===== config.mk =====
export PLATFORM = sky130hd
export DESIGN_NAME = pending_encoder_8b3b
export DESIGN_NICKNAME = d
export VERILOG_FILES = /design/src/rtl/pending_encoder_8b3b.sv
export SDC_FILE = /design/constraint.sdc
export NUM_CORES = 1
export LEC_CHECK = 0
export ABC_AREA = 0
export CORE_UTILIZATION = 40
export CTS_CLUSTER_DIAMETER = 120
export DETAILED_ROUTE_END_ITERATION = 12
export HOLD_SLACK_MARGIN = 0.15
export PLACE_DENSITY = 0.66
export SLEW_MARGIN = 20
export SYNTH_ARGS = -nofsm -noshare
export SYNTH_HDL_FRONTEND = slang
export SYNTH_SLANG_ARGS = --single-unit

===== constraint.sdc =====
create_clock -name clk -period 3.12 [get_ports clk]
set_input_delay 0.78 -clock clk [delete_from_list [all_inputs] [get_ports clk]]
set_output_delay 0.78 -clock clk [all_outputs]
set_load 0.005 [all_outputs]

===== src/rtl/pending_encoder_8b3b.sv =====
// pending_encoder_8b3b: stores a multi-hot vector and emits the index of each set bit, one per handshake, in priority order.
module pending_encoder_8b3b #(
    parameter int N = 3,
    parameter bit MSB_FIRST = 1'b0
) (
    input  logic             clk,
    input  logic             reset,
    input  logic             in_valid,
    output logic             in_ready,
    input  logic [2**N-1:0]  in_bits,
    output logic             out_valid,
    input  logic             out_ready,
    output logic [N-1:0]     out_idx,
    output logic             out_last,
    output logic             zero_err,
    output logic             busy
);
    localparam int W = 2**N;
    typedef enum logic {IDLE, SCAN} state_t;
    state_t state, state_nx;
    logic [W-1:0] pend, pend_nx;
    logic [N-1:0] sel;
    logic single, zero_nx;
    always_ff @(posedge clk) begin
        if (reset) begin
            state    <= IDLE;
            pend     <= '0;
            zero_err <= 1'b0;
        end else begin
            state    <= state_nx;
            pend     <= pend_nx;
            zero_err <= zero_nx;
        end
    end
    // Later assignments win, so walk from the low-priority end toward the high-priority end.
    always_comb begin
        sel = '0;
        for (int i = 0; i < W; i++) begin
            int j;
            j = MSB_FIRST ? i : W - 1 - i;
            if (pend[j]) sel = j[N-1:0];
        end
        single = (pend != '0) && ((pend & (pend - 1'b1)) == '0);
    end
    always_comb begin
        state_nx = state;
        pend_nx  = pend;
        zero_nx  = 1'b0;
        if (state == IDLE) begin
            if (in_valid) begin
                zero_nx = (in_bits == '0);
                if (in_bits != '0) begin
                    pend_nx  = in_bits;
                    state_nx = SCAN;
                end
            end
        end else if (out_ready) begin
            pend_nx[sel] = 1'b0;
            state_nx     = single ? IDLE : SCAN;
        end
    end
    always_comb begin
        in_ready  = (state == IDLE);
        out_valid = (state == SCAN);
        busy      = (state == SCAN);
        out_idx   = out_valid ? sel : '0;
        out_last  = out_valid & single;
    end
endmodule


After elaboration in Yosys (flattened, before gate mapping)
Index checks and enable logic that the tools add are counted.
Widths: inputs -> output; s select.
{"block": "op_classes", "shift": 0, "order_cmp": 2, "muxes": 20, "bitwise_logic": 6, "n_addsub": 1, "reduce_logical": 10, "n_div": 0, "multipliers": 0, "n_eq_ne": 1}
{"operator": "$mux 8", "n": 4}
{"operator": "$mux 3", "n": 9}
{"operator": "$and 8x8->8", "n": 2}
{"operator": "$logic_not 8->1", "n": 2}
{"operator": "$reduce_bool 8->1", "n": 2}
{"operator": "$not 8->8", "n": 1}
{"operator": "$sub 8x1->8 const B", "n": 1}
{"operator": "$mux 1", "n": 6}
{"operator": "$lt 3x4->1 const B", "n": 1}
{"operator": "$reduce_bool 2->1", "n": 2}
{"operator": "$demux 1 s3", "n": 1}
{"operator": "$ge 3x1->1 const B", "n": 1}
{"operator": "$reduce_and 3->1", "n": 1}
{"operator": "$reduce_or 3->1", "n": 1}
{"operator": "$logic_and 1x1->1", "n": 2}
{"operator": "$ne 2x2->1 const B", "n": 1}
{"operator": "$not 1->1", "n": 2}
{"operator": "$and 1x1->1", "n": 1}
{"block": "totals", "ramBits": 0, "memories": 0, "in_bits": 12, "reg_bits": 10, "latchBits": 0, "mem_bits_ro": 0}

Logic depth before layout (Yosys ltp)
{"block": "depth", "word_depth": 16, "mapped_depth": 6}

Least setup slack after synthesis
Ideal clock, no wire load.
{"block": "synth_path", "kind": "input to register", "from": "input in_bits[2]", "to": "register pend[6]", "stages": 4, "path_slack_ns": 1.106, "t_required_ns": 3.032, "t_arrival_ns": 1.926, "cell_sequence": "or4_4 > o21ai_4 > a22oi_2 > a311oi_2"}
{"block": "synth_between", "elab_chain_len": 3}
{"element": "start, declared", "line": "10", "rtl": "input logic [2**N-1:0] in_bits,"}
{"element": "$reduce_bool 8->1", "line": "52", "rtl": "if (in_bits != '0) begin"}
{"element": "$reduce_bool 2->1 (no line)"}
{"element": "$reduce_and 3->1 (no line)"}
{"element": "end signal, assigned", "line": "31", "rtl": "pend <= pend_nx;"}
{"element": "end, declared", "line": "21", "rtl": "logic [W-1:0] pend, pend_nx;"}
No other way between the ends.
A chain may end at the register's enable or synchronous reset.

Worst setup path after layout
{"block": "layout_path", "from": "register pend[7]", "to": "output out_last"}
{"block": "layout_between", "elab_chain_len": 5, "word_cells_on_any_way": 6, "classes_between": "1 x add/sub; 2 x bitwise; 3 x reduce/logical"}
{"element": "$sub 8x1->8", "line": "43", "rtl": "single = (pend != '0) && ((pend & (pend - 1'b1)) == '0);"}
{"element": "$and 8x8->8", "line": "43"}
{"element": "$logic_not 8->1", "line": "43"}
{"element": "$logic_and 1x1->1 (*)", "line": "43"}
{"element": "$and 1x1->1 (*)", "line": "67", "rtl": "out_last = out_valid & single;"}
{"element": "end, declared", "line": "14", "rtl": "output logic out_last,"}
Every way passes the cells marked *; elsewhere a longest branch is shown, timed or not.

==> results.py <==
metrics = {
    "power_and_ir_drop": {
        "p_leak_nw": 0.323,
        "power.density_nw_per_um2": 454,
        "swShare": 0.328,
        "internal-power_mw": 0.281,
        "clkPwrFrac": 0.292,
        "ir_drop_uv": 235,
        "power_mw": 0.417,
        "pwr-share-comb": 0.326,
        "power.switching_mw": 0.137,
        "seqPwrFrac": 0.382,
    },
    "grt": {
        "grt_overflow": 0,
        "grt_use_total": 0.202,
        "antenna_found_initial": 0,
        "grt_pass1_wl_um": 2820,
        "grt_max_degree": 16,
        "grt_pass1_vias": 608,
    },
    "logic_synthesis": {
        "ys_dominant_reg_cell": "dfxtp_1",
        "syn_avg_cell_area_um2": 7.85,
        "synth_edf_count": 0,
        "ys.warnings.count": 0,
        "synth_cell_type_count": 32,
        "synthesis.instances": 88,
        "synth_seq_area_share": 0.290,
        "syn_area_um2": 691,
        "yosys.area.top_type": "dfxtp_1",
        "netlist_top_cells_area": "dfxtp_1 (29%), nand2_1 (6.5%), a21oi_1 (5.1%), a311oi_1 (5.1%), a32oi_1 (3.8%)",
        "synth_fp_nets": 100,
        "synth-seq-cells": 10,
        "async_flop_share": 0,
        "synth_top_area_frac": 0.290,
    },
    "routing": {
        "first_pass_iters": 8,
        "drt_iter0_markers": 28,
        "routed_wl_um": 1720,
        "vias_per_cell": 6.14,
        "ant_nets": 0,
        "vias": 755,
        "drcViolationCount": 2,
        "wl_per_cell_um": 13.9,
    },
    "setup_path": {
        "crit_required_ns": 2.34,
        "cp-start-kind": "flip-flop",
        "cp.arrival_ns": 2.04,
        "r2r_end": "pend[5]$_SDFFE_PP0P_",
        "slowest_delay_ns": 0.55,
        "crit_type": "reg -> out",
        "cp_max_fo": 7,
        "cp_slowest_cell": "or4_1",
        "path_cells": "or4_1 > nand3_1 > o211ai_1 > and3_1 > clkdlybuf4s50_1",
        "endpoint_kind": "primary output",
        "r2r_cells": 4,
        "reg2reg_from": "pend[0]$_SDFFE_PP0P_",
        "rrSetupSlack_ns": 1.43,
    },
    "sta": {
        "worst_slack_ns": 0.301,
        "max_slew.worst_pin.slew_ns": 0.412,
        "fin_crit_sh": 0.904,
        "grt_setup_unrepaired": "false",
        "max_freq_ghz": 0.355,
        "tns_ns": 0,
        "period_needed_ns": 2.82,
        "holdWs_ns": 0.570,
        "clock_skew_ns": 0.00205,
        "setup_viol": 0,
        "slew_viol_final": 0,
        "hold_viol_final": 0,
        "relSlewSlack": 0.722,
    },
    "hold_path": {
        "min_to": "pend[5]$_SDFFE_PP0P_",
        "hp-class": "reg -> reg",
        "holdPathStages": 2,
        "hp-start": "pend[5]$_SDFFE_PP0P_",
    },
    "floorplan": {
        "num_rows": 14,
        "io_pins": 20,
        "die_h_um": 43.6,
        "coreArea_um2": 1560,
        "die_w_um": 43.6,
        "die-area_um2": 1900,
        "start_util": 0.443,
    },
    "clock_tree": {
        "cts_resized": 0,
        "clock_path_buffers": 2,
        "cts_tree": "yes",
        "root_buffer": "clkbuf_4",
        "clkSinkCount": 10,
        "hold_buffers": 0,
        "htree_levels": 1,
        "cts_buffers": 3,
        "clk_latency_ns": 0.27,
        "cts_setup_buffers": 0,
        "clk_pin_slew_worst_paths_ns": 0.07,
    },
    "final_layout": {
        "final_util": 0.590,
        "fin_nets": 120,
        "antenna_cells": 0,
        "nFillCells": 158,
        "area_growth_pct": 33.2,
        "drive_gt1_frac": 0.121,
    },
    "place": {
        "place_ws_ns": 0.568,
        "hpwl_um": 1320,
        "gp_congestion": 0.820,
        "port_buffers": 19,
    },
    "run_status": {
        "violations": "DRC",
        "status": "complete, but fails checks",
    },
    "job": {
        "cap_viol_max_count": 0,
    },
}
[cell families after synthesis]
family / count (synthesis) / synth area share
compound gates: 31 / 0.342
buf+inv: 8 / 0.0525
flops: 10 / 0.290
simple gates: 39 / 0.315
[cell usage in the layout, fill, tap and decap left out, types with 3 or more instances in the layout]
master / n
a21oi_1: 7
a311oi_1: 4
a32oi_1: 3
clkbuf_4: 3
clkdlybuf4s50_1: 19
dfxtp_1: 10
inv_1: 3
nand2_1: 12
nand2b_1: 3
nor2_1: 6
nor2b_1: 4
o211ai_1: 3
o21ai_0: 5
[power by group through the flow]
stage	clock network, mW	registers (mW)	logic (mW)
finish	0.122	0.160	0.136
global route	0.130	0.162	0.150
detailed placement	0	0.163	0.135
floorplan	0	0.153	0.0905
global placement	0	0.162	0.135
CTS	0.124	0.159	0.136
[worst max path at each step]
stage                               from              endpoint
global route        pend[2]$_SDFFE_PP0P_              out_last
floorplan                     in_bits[2]  pend[6]$_SDFFE_PP0P_
CTS                 pend[7]$_SDFFE_PP0P_              out_last
finish              pend[7]$_SDFFE_PP0P_              out_last
global placement              in_bits[2]  pend[7]$_SDFFE_PP0P_
detailed placement            in_bits[2]  pend[6]$_SDFFE_PP0P_
[synth_stat cells (3+ instances only)]
cell type and count:
nand2_1 12, dfxtp_1 10, a21oi_1 7, nor2_1 6
o21ai_0 5, a311oi_1 4, nor2b_1 4, a32oi_1 3
inv_1 3, nand2b_1 3, o211ai_1 3
[metrics by stage]
stage / cell area [um2] / instances
final: 920 / 123
after global routing: 920 / 123
after CTS: 920 / 123
after global placement: 883 / 119
after floorplan: 691 / 88
after detailed placement: 883 / 119
[critical path, delay by kind of cell, from the launching register on]
| kind | cells | cell delay (ns) |
|---|---|---|
| simple gates | 3 | 0.85 |
| buf+inv | 1 | 0.44 |
| compound gates | 1 | 0.11 |
| flops | 1 | 0.37 |
[registers in the layout, summed over array words and instances, names as in the netlist]
signal,flops
pend,8
busy,1
zero_err,1
[cell type report]
type	count	area (um2)	area share
clock buffer	4	36.3	0.0395
sequential	10	200	0.218
tap	16	20.0	0.0218
multi-input combinational	70	454	0.494
inverter	3	11.3	0.0122
timing repair buffer	20	198	0.215
[layer usage]
metal | up-vias | GRT usage | part of all wire
met5 | - | 0 | 0
met2 | 32 | 0.275 | 0.43
met4 | 0 | 0.0563 | 0
li1 | 375 | - | -
met1 | 348 | 0.307 | 0.48
met3 | 0 | 0.0542 | 0.086
No activity file was read; power rests on OpenSTA's default activity.
